$ cat src/rtl/ifetch_queue.sv
// Instruction fetch front end: owns the fetch PC, issues req/ack fetches to
// instruction memory and queues {pc, inst} pairs for decode over valid/ready.
module ifetch_queue #(
   parameter int unsigned        AWIDTH   = 32,
   parameter int unsigned        IWIDTH   = 32,
   parameter int unsigned        DEPTH    = 4,
   parameter logic [AWIDTH-1:0]  RESET_PC = '0
) (
   input  logic              clk,
   input  logic              rst,
   output logic              mem_req,
   output logic [AWIDTH-1:0] mem_addr,
   input  logic              mem_ack,
   input  logic [IWIDTH-1:0] mem_rdata,
   input  logic              redirect,
   input  logic [AWIDTH-1:0] redirect_pc,
   output logic              inst_valid,
   output logic [IWIDTH-1:0] inst,
   output logic [AWIDTH-1:0] inst_pc,
   input  logic              inst_ready
);

   localparam int unsigned PW = $clog2(DEPTH);
   localparam logic [PW:0] FULL = (PW+1)'(DEPTH);

   localparam logic [0:0] S_FETCH   = 1'b0;
   localparam logic [0:0] S_DISCARD = 1'b1;

   logic [0:0]        r_state;
   logic [AWIDTH-1:0] r_fetch_pc;
   logic [AWIDTH-1:0] r_pend_pc;
   logic [PW:0]       r_count;
   logic [PW-1:0]     r_rd_ptr;
   logic [PW-1:0]     r_wr_ptr;
   logic [AWIDTH-1:0] r_pc_mem   [DEPTH];
   logic [IWIDTH-1:0] r_inst_mem [DEPTH];

   logic              w_req;
   logic              w_ack;
   logic              w_valid;
   logic              w_push;
   logic              w_pop;
   logic [AWIDTH-1:0] w_redir_pc;

   // A DISCARD request is always held; in FETCH a request only issues with room
   assign w_req      = !rst && ((r_state == S_DISCARD) || (r_count != FULL));
   assign w_ack      = w_req && mem_ack;
   assign w_valid    = !rst && (r_count != '0);
   assign w_push     = (r_state == S_FETCH) && w_ack && !redirect;
   assign w_pop      = w_valid && inst_ready && !redirect;
   assign w_redir_pc = redirect_pc & ~AWIDTH'(3);

   assign mem_req    = w_req;
   assign mem_addr   = r_fetch_pc;
   assign inst_valid = w_valid;
   assign inst       = w_valid ? r_inst_mem[r_rd_ptr] : '0;
   assign inst_pc    = w_valid ? r_pc_mem[r_rd_ptr]   : '0;

   always_ff @(posedge clk) begin
      if (w_push) begin
         r_pc_mem[r_wr_ptr]   <= r_fetch_pc;
         r_inst_mem[r_wr_ptr] <= mem_rdata;
      end
   end

   always_ff @(posedge clk) begin
      if (rst) begin
         r_state    <= S_FETCH;
         r_fetch_pc <= RESET_PC;
         r_pend_pc  <= RESET_PC;
         r_count    <= '0;
         r_rd_ptr   <= '0;
         r_wr_ptr   <= '0;
      end else begin
         if (redirect) begin
            r_count  <= '0;
            r_rd_ptr <= '0;
            r_wr_ptr <= '0;
         end else begin
            if (w_push) r_wr_ptr <= r_wr_ptr + 1'b1;
            if (w_pop)  r_rd_ptr <= r_rd_ptr + 1'b1;
            if (w_push && !w_pop)      r_count <= r_count + 1'b1;
            else if (!w_push && w_pop) r_count <= r_count - 1'b1;
         end

         case (r_state)
            S_FETCH: begin
               // An unacked request cannot be withdrawn, so its data must be drained first
               if (redirect && w_req && !mem_ack) begin
                  r_pend_pc <= w_redir_pc;
                  r_state   <= S_DISCARD;
               end else if (redirect) begin
                  r_fetch_pc <= w_redir_pc;
               end else if (w_ack) begin
                  r_fetch_pc <= r_fetch_pc + AWIDTH'(4);
               end
            end
            default: begin
               if (redirect) r_pend_pc <= w_redir_pc;
               if (mem_ack) begin
                  r_fetch_pc <= redirect ? w_redir_pc : r_pend_pc;
                  r_state    <= S_FETCH;
               end
            end
         endcase
      end
   end

endmodule

$ cat config.mk
export PLATFORM = sky130hd
export DESIGN_NAME = ifetch_queue
export DESIGN_NICKNAME = d
export VERILOG_FILES = /design/src/rtl/ifetch_queue.sv
export SDC_FILE = /design/constraint.sdc
export NUM_CORES = 1
export LEC_CHECK = 0
export BUFFER_PORTS_ARGS = -buffer_cell sky130_fd_sc_hd__buf_2
export CAP_MARGIN = 40
export CORE_ASPECT_RATIO = 0.8
export CORE_MARGIN = 2
export CORE_UTILIZATION = 60
export CTS_CLUSTER_SIZE = 16
export DETAILED_ROUTE_END_ITERATION = 10
export GPL_TIMING_DRIVEN = 0
export PLACE_DENSITY = 0.82
export SLEW_MARGIN = 20
export SYNTH_ARGS = -nofsm -noshare
export SYNTH_HDL_FRONTEND = slang
export SYNTH_SLANG_ARGS = --single-unit
$ cat constraint.sdc
create_clock -name clk -period 8.8 [get_ports clk]
set_input_delay 0.88 -clock clk [delete_from_list [all_inputs] [get_ports clk]]
set_output_delay 0.88 -clock clk [all_outputs]
set_load 0.01 [all_outputs]
## Word level (Yosys, flattened, before mapping)

Memory sizes are Yosys's and may differ from the RTL's. A register that Yosys moved wholly into a read port is not among the register bits.
Index checks and enable logic that the tools add are counted.

| operators by class | value |
|---|---|
| muxes and demuxes | 21 |
| bitwise gates (word level) | 1 |
| $add $sub $neg | 5 |
| equal/unequal tests | 3 |
| reduce and logical (&&, ||, !) cells | 23 |

Operator list:

| cell | number |
|---|---|
| $mux 32 | 10 |
| $add 32x3->32 const B | 1 |
| $logic_and 1x1->1 | 11 |
| $mux 2 | 4 |
| $mux 3 | 2 |
| $reduce_bool 3->1 | 2 |
| $logic_not 1->1 | 5 |
| $mux 1 | 5 |
| $add 2x1->2 const B | 2 |
| $ne 2x2->1 const B | 2 |
| $reduce_bool 2->1 | 2 |
| $add 3x1->3 const B | 1 |
| $ne 3x3->1 const B | 1 |
| $reduce_and 3->1 | 1 |
| $sub 3x1->3 const B | 1 |
| $reduce_or 2->1 | 1 |
| $logic_or 1x1->1 | 1 |
| $not 1->1 | 1 |

| word-level totals | value |
|---|---|
| word-level logic and storage cells | 61 |
| input bits | 69 |
| RAM bits | 256 |
| flip-flop bits (word level) | 72 |
| memories kept | 2 |
| output and inout port bits | 98 |

Memory list:

| name | depth | width | rd ports | clocked after Yosys merged registers in | write ports | line | source |
|---|---|---|---|---|---|---|---|
| r_inst_mem | 4 | 32 | 1 | 1 | 1 | 36 | `logic [IWIDTH-1:0] r_inst_mem [DEPTH];` |
| r_pc_mem | 4 | 32 | 1 | 1 | 1 | 35 | `logic [AWIDTH-1:0] r_pc_mem [DEPTH];` |

## Logic depth before layout (Yosys ltp)

Gate-level depths: netlist of run 1.

| logic depth | value |
|---|---|
| word-level depth | 10 |
| mapped depth | 10 |
| mapped depth without buffers | 9 |

## Worst setup path after synthesis of run 1

No wires, ideal clock.

| path | value |
|---|---|
| path type | input port to flip-flop |
| start point | input port rst |
| end point | memory r_inst_mem[0][0] (enable) |
| setup time | 429 ps |
| required time | 8371 ps |
| stages on the path | 5 |
| path slack | 5144 ps |
| arrival time | 3228 ps |
| path buffers | 2 |
| cell sequence | clkbuf_1 nor2_1 and3_1 clkbuf_1 and2_1 |

| between the ends | value |
|---|---|
| cells in the longest elaborated chain, start to end | 7 |

RTL lines:

| item | line | source |
|---|---|---|
| start: declaration | 10 | `input logic rst,` |
| $logic_not 1->1 | 46 | `assign w_req = !rst && ((r_state == S_DISCARD) \|\| (r_count != FULL));` |
| $logic_and 1x1->1 | 46 |  |
| via mem_req | 11 | `output logic mem_req,` |
| $logic_and 1x1->1 | 47 | `assign w_ack = w_req && mem_ack;` |
| $logic_and 1x1->1 (2 in series) | 49 | `assign w_push = (r_state == S_FETCH) && w_ack && !redirect;` |
| via w_push | 41 | `logic w_push;` |
| $mux 1 | 60 | `if (w_push) begin` |
| $mux 1 (implied by the code) | 62 | `r_inst_mem[r_wr_ptr] <= mem_rdata;` |
| end: declaration | 36 |  |

The timed path passes the listed nets, and every way through them passes these cells.

==> summary.txt, run 1 <==
Finish
  • Layout cell share with drive strength beyond 1: 0.257
  • # nets final: between 1k and 1.5k
  • Final core utilization: 0.714
  • Commonest non-fill, non-tap cells in the layout: 256 x edfxtp_1, 171 x buf_2, 113 x nand2_1
  • Commonest non-fill, non-tap cell in the layout: edfxtp_1
  • P&R area growth vs syn: 17.5%

STA
  • Post-layout min period: around 3600 ps
  • Fin worst setup slack: 5190 ps
  • Setup Viol. Count Final: 0
  • Slew Viols, Final: 0
  • Slew HR: 0.465
  • Least-Margin Pin Slew: 803 ps
  • Layout Skew: approximately 18 ps
  • Fin. Hold Viols: 0
  • RSZ-0062 raised after global routing: false
  • Fmax: approximately 280 MHz
  • Setup TNS: 0 ps
  • Final worst-path cycle share: 0.410

Yosys
  • Avg Cell Area, Syn: 14.2 sq um
  • Ys Warns: 0
  • Seq cells post-synth: 330
  • Number of distinct library cells after synthesis: 53
  • Synth area leader: edfxtp_1
  • Post-synthesis instance total: ~960
  • Net count after synthesis: between 1k and 1.5k
  • Post-synth EDFFs: ~260
  • Top cell type's share of synthesized area: 0.565
  • Part of the Yosys area used for sequential elements: 0.674
  • Synth area leaders: edfxtp_1 57%, dfxtp_1 11%, mux4_2 11%
  • Post-synth ARST share: 0
  • Main synth FF type: edfxtp_1
  • Mapped Area: ~0.014 sq mm

Placement
  • I/O Buffers: 164
  • DP Worst Slack: 5370 ps
  • GPL Wtd Cong: 0.914
  • Dpl hpwl: about 22000 um

Setup path
  • Worst path arrival time: 2730 ps
  • Startpoint class of the critical path: flip-flop
  • Crit path cell chain: clkbuf_1 -> clkbuf_1 -> mux4_2 -> and3_1 -> buf_2
  • Highest-delay cell along the critical path: clkbuf_1
  • Max incr delay on CP: 590 ps
  • R2r startpoint: r_state$_SDFF_PP0_
  • Reg2Reg Capture Point: r_count[2]$_SDFFE_PP0P_
  • FF-to-FF path depth: 9
  • Crit-path max FO: 10
  • CP Capture Point: inst_pc[1]
  • CP dominant cell by count: clkbuf_1
  • Worst setup path category: reg2out
  • WP data required: a little under 8000 ps
  • Reg2reg setup slack: just under 6000 ps
  • Setup crit end kind: output port

Hold path
  • Hold Path Class: reg2reg

Run
  • Max Cap Viol: 0

Floorplanning
  • Chip Height: about 140 um
  • Starting Density: 0.608
  • Placeable Area: about 0.022 sq mm
  • Die area: 0.0239 sq mm
  • # IOs: about 170
  • Std cell rows: 49
  • Die width: around 170 um

Drt
  • Drc violations: 0
  • Iter 0 DRT Violations: 1472
  • Detailed-route wire length per cell: roughly 23 um
  • WL final: approximately 34000 um
  • Routed vias/inst: about 6.3
  • Vias: 9373
  • Routed Antenna Nets: 0
  • Drt pass-1 iters: 8

Clock tree
  • Hold Buf Count CTS: 0
  • H-tree depth: 1
  • Clock root cell: clkbuf_16
  • # resized after CTS: 0
  • Max Root-Sink Buffers: 3
  • CTS tree: yes
  • Skew-Pair Late Insertion Delay: around 570 ps
  • CTS clk-pin slew, worst paths: ~70 ps
  • Clk sink count: 330
  • Number of clock buffers inserted by TritonCTS: 31
  • # Post-CTS Setup Buffers: 0

GRT
  • Initial antenna violation count: 2
  • Number of global-route vias before repair: approximately 9k
  • Total GRT Usage: 0.286
  • First-pass GRT wire length: between 50000 and 60000 um
  • Largest net degree at the start of global routing: 39
  • Grt total ovfl: 0

Power
  • Peak VDD IR: ~0.00016 V
  • Tot Pwr: roughly 3300 uW
  • LEAKAGE: roughly 0.0058 uW
  • Pwr per Cell Area: between 200 and 250 mW/mm^2

Status
  • Status: completed
## routing by layer
metal	GRT usage	wire, um
met5	0.0166	48
met4	0.102	961
met3	0.0525	3830
met2	0.432	16200
met1	0.423	13400
## cell families after synthesis
kind of cell / synth area share
flops: 0.674
mux: 0.110
compound gates: 0.0673
simple gates: 0.112
fa+ha+maj: 0.00699
buf+inv: 0.0241
xor+xnor: 0.00451
## state kept, by name (all words and copies together), names as in the netlist, named ones only
signal,cells
r_state,1
r_inst_mem,128
r_count,3
r_wr_ptr,2
mem_addr,32
r_rd_ptr,2
r_pend_pc,32
r_pc_mem,128
## layout make-up
cell class                      instances  area [sq um]
Sequential cell                       330          9170
Multi-Input combinational cell        540          4110
Clock inverter                         20           221
Inverter                               16          60.1
Fill cell                            1483          6390
Clock buffer                           38           832
Antenna cell                            2          5.00
Buffer                                 69           268
Tap cell                              306           383
Timing Repair Buffer                  171           935
## metrics by stage
stage / cell area, sq um / hold WS [ps] / instances
6_report: 16000 / 436 / 1492
5_1_grt: 16000 / 452 / 1492
4_1_cts: 16000 / 436 / 1490
3_5_place_dp: 14900 / 427 / 1432
3_3_place_gp: 14800 / 423 / 1425
2_1_floorplan: 13600 / 413 / 955
## how the worst min path moves through the flow
stage          slack, ps                       from  cells past startpoint                   endpoint
3_3_place_gp         420  r_pend_pc[0]$_SDFFE_PP0P_                      2  r_pend_pc[0]$_SDFFE_PP0P_
6_report             440  r_pend_pc[1]$_SDFFE_PP0P_                      2  r_pend_pc[1]$_SDFFE_PP0P_
5_1_grt              450  r_pend_pc[1]$_SDFFE_PP0P_                      2  r_pend_pc[1]$_SDFFE_PP0P_
3_5_place_dp         430  r_pend_pc[1]$_SDFFE_PP0P_                      2  r_pend_pc[1]$_SDFFE_PP0P_
4_1_cts              440  r_pend_pc[1]$_SDFFE_PP0P_                      2  r_pend_pc[1]$_SDFFE_PP0P_
2_1_floorplan        410  r_pend_pc[0]$_SDFFE_PP0P_                      2  r_pend_pc[0]$_SDFFE_PP0P_
## synth_stat cells (3+ instances only)
master	count
and2_1	10
or3_1	4
buf_1	3
o211ai_1	6
a221o_1	4
and3_1	74
nand3_1	21
mux4_2	64
a211oi_1	4
nor2_1	35
nand4_1	10
buf_2	7
nor3_1	12
o21ai_0	35
clkbuf_1	59
dfxtp_1	74
a31oi_1	11
ha_1	6
edfxtp_1	256
o32ai_1	8
mux2i_1	6
and4_1	5
xor2_1	6
inv_1	16
nor4_1	5
nand2_1	113
a21oi_1	67
## power breakdown
part | leakage, uW | internal, uW | switching (uW)
sequential | 0.00296 | 1710 | 35.1
clock | 0.000522 | 793 | 587
combinational | 0.00237 | 66.7 | 122
total | 0.00585 | 2570 | 744
## critical path: cells and delay by family, from the launching register on
family / cells / cell delay [ps]
buf+inv: 3 / 1190
flops: 1 / 310
mux: 1 / 460
simple gates: 1 / 210
(Power assumes the default switching activity.)
==> run 2, diff against run 1 <==
--- a/config.mk
+++ b/config.mk
@@ -9,11 +9,11 @@
 export CAP_MARGIN = 40
 export CORE_ASPECT_RATIO = 0.8
 export CORE_MARGIN = 2
-export CORE_UTILIZATION = 60
+export CORE_UTILIZATION = 52
 export CTS_CLUSTER_SIZE = 16
 export DETAILED_ROUTE_END_ITERATION = 10
 export GPL_TIMING_DRIVEN = 0
-export PLACE_DENSITY = 0.82
+export PLACE_DENSITY = 0.75
 export SLEW_MARGIN = 20
 export SYNTH_ARGS = -nofsm -noshare
 export SYNTH_HDL_FRONTEND = slang
==> constraint.sdc (replaced) <==
create_clock -name clk -period 3.2 [get_ports clk]
set_input_delay 0.32 -clock clk [delete_from_list [all_inputs] [get_ports clk]]
set_output_delay 0.32 -clock clk [all_outputs]
set_load 0.01 [all_outputs]
==> run 2 against run 1 <==
  * Hold slack got worse by 420 ps
  * Clock power increased to 2.5 times the previous value
  * Sequential power increased to 2.8 times the previous value
  * Wire length decreased by 3.2%
  * Critical endpoint unchanged
  * Largest power group unchanged
  * Highest routed layer is now met4
==> summary.txt, run 2 (synthesis gave the netlist of run 1 again) <==
Finish
  • # nets final: ~1.3k
  • Finished Layout Cells: 1576
  • Commonest non-fill, non-tap cells in the layout: 256 x edfxtp_1, 171 x buf_2, 113 x nand2_1
  • Commonest non-fill, non-tap cell in the layout: edfxtp_1
  • Largest regs: r_inst_mem: 128 flops, r_pc_mem: 128 flops
  • Layout cell share with drive strength beyond 1: 0.242
  • P&R area growth vs syn: 20.2%
  • Final core utilization: 0.641

Clock tree
  • # Post-CTS Setup Buffers: 0
  • Number of clock buffers inserted by TritonCTS: 31
  • Skew-Pair Late Insertion Delay: roughly 560 ps
  • CTS clk-pin slew, worst paths: approximately 60 ps
  • CTS tree: yes
  • Clk sink count: 330
  • Hold Buf Count CTS: 40
  • Max Root-Sink Buffers: 3
  • H-tree depth: 1
  • Clock root cell: clkbuf_16
  • # resized after CTS: 0

STA
  • Layout Skew: 11.4 ps
  • Setup TNS: 0 ps
  • Post-layout min period: 3010 ps
  • Fin. Hold Viols: 0
  • Slew Viols, Final: 0
  • Final worst-path cycle share: 0.941
  • Fin worst setup slack: roughly 190 ps
  • Fmax: approximately 330 MHz
  • Worst Hold Margin: 16.8 ps
  • Least-Margin Pin Slew: 818 ps
  • RSZ-0062 raised after global routing: false
  • Setup Viol. Count Final: 0
  • Slew HR: 0.450

Setup path
  • Crit path cell chain: clkbuf_1 -> clkbuf_1 -> mux4_2 -> and3_1 -> buf_2
  • Highest-delay cell along the critical path: clkbuf_1
  • Crit-path max FO: 10
  • Worst setup path category: reg2out
  • WP data required: 2880 ps
  • Setup crit end kind: output port
  • Max incr delay on CP: just under 600 ps
  • CP dominant cell by count: clkbuf_1
  • Worst path arrival time: around 2700 ps
  • Startpoint class of the critical path: flip-flop

GRT
  • Largest net degree at the start of global routing: 44
  • Grt total ovfl: 0
  • Total GRT Usage: 0.243
  • Initial antenna violation count: 1
  • Number of global-route vias before repair: ~9k
  • First-pass GRT wire length: approximately 50000 um

Drt
  • Top routing layer used: met4
  • Routed vias/inst: roughly 5.8
  • Vias: roughly 9k
  • Detailed-route wire length per cell: ~21 um
  • Routed Antenna Nets: 0
  • Met3 routed WL: 3240 um
  • Iter 0 DRT Violations: ~940
  • Drt pass-1 iters: 5
  • Met1 WL: around 14000 um
  • Drc violations: 0
  • WL final: about 33000 um
  • DR WL met2: 15400 um

Power
  • Pwr per Cell Area: about 540 mW/mm^2
  • Peak VDD IR: roughly 0.00044 V
  • LEAKAGE: about 0.0060 uW

Hold path
  • Hold Path Class: in2reg

Floorplanning
  • Placeable Area: between 0.02 and 0.03 sq mm
  • Chip Height: about 150 um
  • # IOs: 167
  • Die width: 185 um
  • Die area: about 0.027 sq mm
  • Starting Density: 0.533
  • Std cell rows: between 50 and 60

Placement
  • DP Worst Slack: between 300 and 400 ps
  • Dpl hpwl: roughly 22000 um
  • GPL Wtd Cong: between 0.9 and 1
  • Placed cells: 1477
  • I/O Buffers: about 160

Run
  • Max Cap Viol: 0

Status
  • Status: completed
==> run 2: final timing paths <==
kind / startpoint / endpoint / slack (ps) / cells after the start
min reg2reg: r_pend_pc[1]$_SDFFE_PP0P_ / r_pend_pc[1]$_SDFFE_PP0P_ / 430 / 2
max reg2reg: r_state$_SDFF_PP0_ / r_count[2]$_SDFFE_PP0P_ / 400 / 9
min: redirect_pc[25] / r_pend_pc[25]$_SDFFE_PP0P_ / 20 / 3
max: flip-flop / inst_pc[1] / 190 / 5
==> run 2: critical path, delay by kind of cell, from the launching register on <==
family,cells,cell delay (ps)
DFF,1,310
muxes,1,460
and+or+nand+nor,1,210
buffers and inverters,3,1160
==> run 2: cell type report <==
type	instances	area, sq um
Antenna cell	1	2.50
Buffer	69	268
Clock buffer	53	921
Clock inverter	5	28.8
Fill cell	1945	9150
Inverter	16	60.1
Multi-Input combinational cell	540	4110
Sequential cell	330	9170
Tap cell	351	439
Timing Repair Buffer	211	1350
==> run 2: through the flow <==
step	total power, uW	instance area, sq um
floorplan	5120	13600
global placement	5360	14900
detailed placement	5370	15000
CTS	8820	16300
global route	9050	16400
finish	8780	16400
==> run 2: routing by layer <==
| layer | vias up | global-route usage |
|---|---|---|
| li1 | 4185 | - |
| met1 | 4496 | 0.361 |
| met2 | 453 | 0.377 |
| met3 | 46 | 0.0497 |
| met4 | 0 | 0.0536 |
| met5 | - | 0 |
==> run 2: where the power goes <==
| group | internal, uW | total, uW | leakage [uW] | switching [uW] |
|---|---|---|---|---|
| Sequential | 4690 | 4790 | 0.00296 | 95.1 |
| Combinational | 215 | 547 | 0.00254 | 332 |
| Clock | 1940 | 3450 | 0.000470 | 1500 |
| Total | 6850 | 8780 | 0.00597 | 1930 |
